==> src/rtl/mem_arbiter_pkg.sv <==
// Shared CPU package: read-owner encoding and default memory geometry.
// Imported by the memory arbiter and its helpers.
package mem_arbiter_pkg;

    localparam int AW_DEF = 10;
    localparam int DW_DEF = 32;

    typedef enum logic [1:0] {
        OWN_NONE = 2'd0,
        OWN_IF   = 2'd1,
        OWN_D    = 2'd2
    } owner_e;

endpackage

==> src/rtl/starve_counter.sv <==
// Saturating starvation counter for the fetch port.
// Counts denied cycles up to MAX; clr has priority over inc.
module starve_counter #(
    parameter int MAX = 4,
    localparam int W = (MAX < 1) ? 1 : $clog2(MAX + 1)
) (
    input  logic         clk,
    input  logic         rst_n,
    input  logic         inc,
    input  logic         clr,
    output logic         at_max,
    output logic [W-1:0] count
);

    localparam logic [W-1:0] MAX_V = W'(MAX);

    // Count denials, saturating at MAX, cleared on clr.
    always_ff @(posedge clk or negedge rst_n) begin
        if (!rst_n) begin
            count <= '0;
        end else if (clr) begin
            count <= '0;
        end else if (inc && count != MAX_V) begin
            count <= count + 1'b1;
        end
    end

    assign at_max = (count == MAX_V);

endmodule

==> src/rtl/mem_arbiter.sv <==
// Two-port arbiter sharing one memory between fetch and data ports.
// Data has priority; a starved fetch is forced through after MAX_WAIT.
module mem_arbiter
    import mem_arbiter_pkg::*;
#(
    parameter int AW       = AW_DEF,
    parameter int DW       = DW_DEF,
    parameter int MAX_WAIT = 4
) (
    input  logic          clk,
    input  logic          rst_n,
    input  logic          halt,
    input  logic          if_req,
    input  logic [AW-1:0] if_addr,
    output logic          if_gnt,
    output logic          if_rvalid,
    output logic [DW-1:0] if_rdata,
    input  logic          d_req,
    input  logic          d_we,
    input  logic [AW-1:0] d_addr,
    input  logic [DW-1:0] d_wdata,
    output logic          d_gnt,
    output logic          d_rvalid,
    output logic [DW-1:0] d_rdata,
    output logic          mem_en,
    output logic          mem_we,
    output logic [AW-1:0] mem_addr,
    output logic [DW-1:0] mem_wdata,
    input  logic [DW-1:0] mem_rdata,
    output logic [15:0]   conflict_cnt
);

    localparam int CW = (MAX_WAIT < 1) ? 1 : $clog2(MAX_WAIT + 1);

    logic          run;
    logic          at_max;
    logic          wait_inc;
    logic          wait_clr;
    logic [CW-1:0] wait_count;
    logic          conflict;
    owner_e        owner_q;
    owner_e        owner_d;
    logic [15:0]   conflict_q;

    // Grants are suppressed in reset and while halted.
    assign run    = rst_n & ~halt;
    assign if_gnt = run & if_req & (~d_req | at_max);
    assign d_gnt  = run & d_req & ~(if_req & at_max);

    // Halt freezes the counter: neither inc nor clr.
    assign wait_inc = ~halt & if_req & ~if_gnt;
    assign wait_clr = ~halt & (if_gnt | ~if_req);

    starve_counter #(
        .MAX (MAX_WAIT)
    ) u_wait (
        .clk    (clk),
        .rst_n  (rst_n),
        .inc    (wait_inc),
        .clr    (wait_clr),
        .at_max (at_max),
        .count  (wait_count)
    );

    // Drive the shared memory from the winner; idle bus reads as zero.
    always_comb begin
        mem_addr  = '0;
        mem_wdata = '0;
        unique case (1'b1)
            d_gnt: begin
                mem_addr  = d_addr;
                mem_wdata = d_we ? d_wdata : '0;
            end
            if_gnt: begin
                mem_addr = if_addr;
            end
            default: ;
        endcase
    end

    assign mem_en = if_gnt | d_gnt;
    assign mem_we = d_gnt & d_we;

    // Decide who owns the read data returning next cycle.
    always_comb begin
        owner_d = OWN_NONE;
        unique case (1'b1)
            if_gnt:         owner_d = OWN_IF;
            d_gnt && !d_we: owner_d = OWN_D;
            default: ;
        endcase
    end

    // Read-owner register; reset drops any owed response.
    always_ff @(posedge clk or negedge rst_n) begin
        if (!rst_n) begin
            owner_q <= OWN_NONE;
        end else begin
            owner_q <= owner_d;
        end
    end

    assign if_rvalid = (owner_q == OWN_IF);
    assign d_rvalid  = (owner_q == OWN_D);
    assign if_rdata  = if_rvalid ? mem_rdata : '0;
    assign d_rdata   = d_rvalid ? mem_rdata : '0;

    assign conflict = if_req & d_req & ~halt;

    // Saturating count of contended, non-halted cycles.
    always_ff @(posedge clk or negedge rst_n) begin
        if (!rst_n) begin
            conflict_q <= '0;
        end else if (conflict && conflict_q != 16'hFFFF) begin
            conflict_q <= conflict_q + 16'd1;
        end
    end

    assign conflict_cnt = conflict_q;

endmodule

==> config.mk <==
export PLATFORM = sky130hd
export DESIGN_NAME = mem_arbiter
export DESIGN_NICKNAME = d
export VERILOG_FILES = /design/src/rtl/mem_arbiter_pkg.sv /design/src/rtl/starve_counter.sv /design/src/rtl/mem_arbiter.sv
export SDC_FILE = /design/constraint.sdc
export NUM_CORES = 1
export LEC_CHECK = 0
export BUFFER_PORTS_ARGS = -buffer_cell sky130_fd_sc_hd__buf_2
export CORE_MARGIN = 8
export CORE_UTILIZATION = 37
export CTS_BUF_LIST = sky130_fd_sc_hd__clkbuf_4 sky130_fd_sc_hd__clkbuf_8
export DETAILED_ROUTE_END_ITERATION = 6
export GPL_TIMING_DRIVEN = 0
export PLACE_DENSITY = 0.88
export SETUP_SLACK_MARGIN = 0.02
export SLEW_MARGIN = 20
export SYNTH_ARGS = -nofsm -noshare
export SYNTH_HDL_FRONTEND = slang
export SYNTH_SLANG_ARGS = --single-unit
==> constraint.sdc <==
create_clock -name clk -period 4.9 [get_ports clk]
set_clock_uncertainty 0.05 [all_clocks]
set_input_delay 1.225 -clock clk [delete_from_list [all_inputs] [get_ports clk]]
set_output_delay 1.225 -clock clk [all_outputs]
set_load 0.01 [all_outputs]
==> impl_metrics.tcl, run 1 <==
set metrics [dict create \
    ys_top_cells_by_area "dfrtp_1 28%, and2_1 22%, and3_1 12%" \
    netlist_instances 225 \
    viasPerCell 4.86 \
    max_stage_delay_ns 0.42 \
    grt_max_degree 26 \
    yosysWarningCount 0 \
    wl_per_cell_um 16.9 \
    post_dp_cell_area_um2 3060 \
    setup_violations 0 \
    path_clk_slew_ns 0.07 \
    drc 0 \
    cts_resized 0 \
    setup_tns_ns 0 \
    maxCapViolCount 0 \
    p_leak_nw 2.02 \
    path_max_fanout 25 \
    hold_buffers 0 \
    vias 2515 \
    cp.required_ns 3.62 \
    die_y_um 87.4 \
    worst_pin_slew_ns 0.515 \
    endpoint_kind "output port" \
    synth_cell_types 35 \
    port_buffers 217 \
    r2r_slack_ns 3.07 \
    ir_drop_uv 152 \
    power_density_nw_per_um2 174 \
    crit_type "primary input to output port" \
    syn2layout_area_growth_pct 65.0 \
    ios 218 \
    layout_commonest_cell "buf_2" \
    drt_pass1_iterations 4 \
    cts_tree "built" \
    ys_seq_area_frac 0.279 \
    syn_area_um2 1890 \
    core_area_um2 5010 \
    antenna_found_initial 1 \
    cts_sinks 21 \
    crit_chain "buf_2 > nand3b_1 > a21oi_1 > clkbuf_1 > a22o_1 > buf_2" \
    clockRootBuffer "clkbuf_8" \
    grt_pass1_vias 2529 \
    routed_wl_um 8750 \
    final_area_um2 3110 \
    min_period_ns 4.17 \
    hold_viol 0 \
    ys_seq_elements 21 \
    drive_gt1_frac 0.522 \
    avgSynthCellArea_um2 8.38 \
    die-area_um2 7640 \
    relSlewSlack 0.656 \
    clock_latency_ns 0.25 \
    drt_iter0_markers 52 \
    hold_path_class "register to register" \
    postCtsSetupRepairBufs 0 \
    rows 26 \
    slew_violations 0 \
    fmaxAchievable_mhz 240 \
    critPathArrivalTime_ns 2.89 \
    syn_nets 318 \
    grt_usage 0.207 \
    ant_nets 0 \
    status "finished, final reports clean" \
    startpoint_type "primary input" \
    ctsLongestPathBuffers 2 \
    cp_slowest_cell "buf_2" \
    final_cell_mix "220 x buf_2, 67 x and2_1, 35 x and3_1" \
    cts_made_buffers 3 \
    nets 540 \
    overflow 0 \
    cp_common_cell "buf_2" \
    rsz0062_at_grt "no" \
    start_util 0.376 \
    yosys.area.top_type "dfrtp_1" \
    grt_pass1_wl_um 12600 \
    die_x_um 87.4 \
    hpwl_um 7690 \
    routabilityCongestion 0.920 \
    period_share 0.851 \
    synth_top_area_frac 0.279 \
    htree_levels 1 \
]
sequential cells by signal, summed over array words and instances, names as in the netlist:
name	flops
conflict_cnt	16
owner_q	2
u_wait.count	3
worst max-delay path, delay by kind of cell:
kind | cells | cell delay [ns]
compound gates | 2 | 0.54
buf+inv | 3 | 0.99
simple gates | 1 | 0.13
cell families (layout without fill, tap and decap cells):
group	after synthesis	after routing	share of synthesized area
xor+xnor	13	13	0.0604
buf+inv	24	245	0.0537
fa+ha+maj	3	3	0.0199
simple gates	136	136	0.464
flops	21	21	0.279
other cells	0	1	0
compound gates	24	24	0.0995
mux	4	4	0.0239
per-stage QoR:
step | hold slack [ns] | instances | total power (W) | util | setup slack [ns]
6_report | 0.451 | 517 | 0.000540 | 0.621 | 0.732
4_1_cts | 0.440 | 516 | 0.000544 | 0.620 | 0.692
2_1_floorplan | 0.450 | 225 | 0.000320 | - | 1.45
3_3_place_gp | 0.426 | 512 | 0.000416 | 0.611 | 0.714
5_1_grt | 0.475 | 517 | 0.000578 | 0.621 | 0.508
3_5_place_dp | 0.426 | 512 | 0.000429 | 0.611 | 0.697
per-layer routing:
| layer | vias up | track usage | wire (µm) |
|---|---|---|---|
| li1 | 1220 | - | - |
| met1 | 1151 | 0.206 | 3070 |
| met2 | 134 | 0.384 | 4540 |
| met3 | 10 | 0.0830 | 973 |
| met4 | 0 | 0.0531 | 160 |
| met5 | - | 0 | 0 |
worst paths after layout:
path,from,to,cells after the start
max,rst_n,mem_addr[1],6
min,conflict_cnt[15]$_DFFE_PN0P_,conflict_cnt[15]$_DFFE_PN0P_,1
max reg2reg,conflict_cnt[0]$_DFFE_PN0P_,conflict_cnt[1]$_DFFE_PN0P_,6
min reg2reg,conflict_cnt[15]$_DFFE_PN0P_,conflict_cnt[15]$_DFFE_PN0P_,1
max in group asynchronous,rst_n,u_wait.count[0]$_DFFE_PN0P_,1
min in group asynchronous,rst_n,conflict_cnt[0]$_DFFE_PN0P_,1
power breakdown:
part	internal, W	leakage [nW]	switching (W)	total (W)
Clock	0.0000633	0.0262	0.0000528	0.000116
Combinational	0.0000953	1.71	0.0000990	0.000194
Sequential	0.000198	0.283	0.0000320	0.000230
cells in the mapped netlist, drive strengths merged:
library cell	instances
nand2	6
a22o	11
or2b	1
clkbuf	14
o21bai	1
nor3b	2
nand3	3
o21ai	3
o211ai	5
and4b	1
o2111ai	2
and4	2
nand3b	1
nor4	3
xnor2	8
buf	4
nor4b	1
and2	67
xor2	5
nand4	3
and3b	1
nor3	3
nand4bb	1
mux2	4
a21oi	2
ha	3
dfrtp	21
and3	35
nor2	3
inv	6
nor2b	3
final cells by class:
cell class | instances | area (µm²)
Antenna cell | 1 | 2.50
Tap cell | 70 | 87.6
Multi-Input combinational cell | 180 | 1260
Clock buffer | 4 | 48.8
Sequential cell | 21 | 526
Inverter | 6 | 22.5
Timing Repair Buffer | 217 | 1090
Fill cell | 489 | 1900
Buffer | 18 | 78.8
Note: power is estimated with default switching activity, not from simulation.
==> inputs of run 2 (changes only) <==
--- a/config.mk
+++ b/config.mk
@@ -7,11 +7,11 @@
 export LEC_CHECK = 0
 export BUFFER_PORTS_ARGS = -buffer_cell sky130_fd_sc_hd__buf_2
 export CORE_MARGIN = 8
-export CORE_UTILIZATION = 37
+export CORE_UTILIZATION = 31
 export CTS_BUF_LIST = sky130_fd_sc_hd__clkbuf_4 sky130_fd_sc_hd__clkbuf_8
 export DETAILED_ROUTE_END_ITERATION = 6
 export GPL_TIMING_DRIVEN = 0
-export PLACE_DENSITY = 0.88
+export PLACE_DENSITY = 0.78
 export SETUP_SLACK_MARGIN = 0.02
 export SLEW_MARGIN = 20
 export SYNTH_ARGS = -nofsm -noshare
==> constraint.sdc (replaced) <==
create_clock -name clk -period 3.6 [get_ports clk]
set_clock_uncertainty 0.05 [all_clocks]
set_input_delay 0.9 -clock clk [delete_from_list [all_inputs] [get_ports clk]]
set_output_delay 0.9 -clock clk [all_outputs]
set_load 0.01 [all_outputs]
==> impl_metrics.tcl, run 2 (synthesized netlist as in run 1, its figures left out) <==
set metrics [dict create \
    drc 0 \
    critPathArrivalTime_ns 2.40 \
    cts_made_buffers 3 \
    final_cell_mix "219 x buf_2, 67 x and2_1, 35 x and3_1" \
    endpoint_kind "output port" \
    routabilityCongestion 0.913 \
    setup_violations 0 \
    ctsLongestPathBuffers 2 \
    drive_gt1_frac 0.527 \
    switching_share 0.341 \
    ant_nets 0 \
    intPower_w 0.000485 \
    die_x_um 94.0 \
    postCtsSetupRepairBufs 0 \
    grt_pass1_vias 2562 \
    min_period_ns 3.35 \
    top_layer "met4" \
    layout_commonest_cell "buf_2" \
    wl_met1_um 3040 \
    cp.buffers_inverters 4 \
    rows 28 \
    slew_violations 0 \
    clockRootBuffer "clkbuf_8" \
    crit_chain "clkbuf_4 > and4b_1 > clkbuf_1 > clkbuf_1 > and3_1 > buf_2" \
    die_y_um 94.0 \
    vias 2516 \
    port_buffers 217 \
    cts_sinks 21 \
    cp_common_cell "clkbuf_1" \
    design_power_total_w 0.000736 \
    status "finished, final reports clean" \
    start_util 0.320 \
    relSlewSlack 0.767 \
    pwr-share-comb 0.358 \
    grt_max_degree 26 \
    cts_tree "built" \
    path_clk_slew_ns 0.08 \
    clock_latency_ns 0.26 \
    max_stage_delay_ns 0.33 \
    period_share 0.930 \
    power_frac_seq 0.421 \
    p_leak_nw 2.03 \
    largest_reg_flops 16 \
    hold_viol 0 \
    hold_buffers 0 \
    setup_tns_ns 0 \
    finish.utilization 0.530 \
    route.met3.wl_um 864 \
    viasPerCell 4.82 \
    drt_iter0_markers 79 \
    grt_usage 0.171 \
    rsz0062_at_grt "no" \
    path_max_fanout 25 \
    switching_power_w 0.000251 \
    grt_pass1_wl_um 12400 \
    cp_slowest_cell "clkbuf_1" \
    hpwl_um 7230 \
    routed_wl_um 8250 \
    clock_power_share 0.221 \
    crit_type "primary input to output port" \
    power_density_nw_per_um2 236 \
    htree_levels 1 \
    cp.required_ns 2.65 \
    path_delay_family "buffers and inverters" \
    hold_path_class "register to register" \
    fmaxAchievable_mhz 299 \
    ios 218 \
    syn2layout_area_growth_pct 65.6 \
    wl_met2_um 4200 \
    worst_pin_slew_ns 0.346 \
    startpoint_type "primary input" \
    core_area_um2 5890 \
    die-area_um2 8830 \
    overflow 0 \
    antenna_found_initial 1 \
    nets 540 \
    maxCapViolCount 0 \
    wl_per_cell_um 15.8 \
    ir_drop_uv 196 \
    drt_pass1_iterations 4 \
]
-- run 2: layout make-up --
cell class	instances	area, µm²
well taps	75	93.8
flip-flops and latches	21	526
diodes	1	2.50
repair buffers	217	1090
fillers	570	2760
clock buffers	4	48.8
plain buffers	18	81.3
multi-input cells	180	1260
inverters	6	22.5
-- run 2: power groups by stage --
stage | clock network, W | registers, W | logic [W]
floorplan | 0 | 0.000318 | 0.000117
global placement | 0 | 0.000311 | 0.000256
detailed placement | 0 | 0.000313 | 0.000266
CTS | 0.000168 | 0.000308 | 0.000267
global route | 0.000181 | 0.000315 | 0.000296
finish | 0.000163 | 0.000310 | 0.000263
-- run 2: metal layers --
layer | up-vias | GRT usage
met3 | 10 | 0.0568
met5 | - | 0
met4 | 0 | 0.0542
met2 | 130 | 0.316
met1 | 1155 | 0.175
li1 | 1221 | -
-- run 2: stage by stage --
step	std cells	hold slack (ns)	setup slack, ns	cell area [µm²]
2_1_floorplan	225	0.450	0.796	1890
6_report	522	0.448	0.250	3120
5_1_grt	522	0.476	0.0605	3120
3_5_place_dp	517	0.438	-0.00646	3070
3_3_place_gp	517	0.431	0.0511	3070
4_1_cts	521	0.450	0.0376	3120
-- run 2: repair_timing --
action	CTS	global route
resized for setup	1	3
setup endpoints to repair	8	38
pin swaps	0	0
-- run 2: path summary, 6_finish.rpt --
path | startpoint | end | slack [ns] | cells after the start
max | rst_n | mem_wdata[10] | 0.25 | 6
min | conflict_cnt[6]$_DFFE_PN0P_ | conflict_cnt[6]$_DFFE_PN0P_ | 0.45 | 1
max reg2reg | conflict_cnt[0]$_DFFE_PN0P_ | conflict_cnt[1]$_DFFE_PN0P_ | 1.82 | 6
min reg2reg | conflict_cnt[6]$_DFFE_PN0P_ | conflict_cnt[6]$_DFFE_PN0P_ | 0.45 | 1
max in group asynchronous | rst_n | owner_q[0]$_DFF_PN0_ | 2.75 | 1
min in group asynchronous | rst_n | conflict_cnt[2]$_DFFE_PN0P_ | 0.51 | 1
-- run 2: worst register-to-register path: stages (launching register included) --
cell and delay (ns):
dfrtp_1 0.42, ha_1 0.20, and2_1 0.17, nand4bb_1 0.10, buf_2 0.20, o21ai_2 0.17
mux2_2 0.36
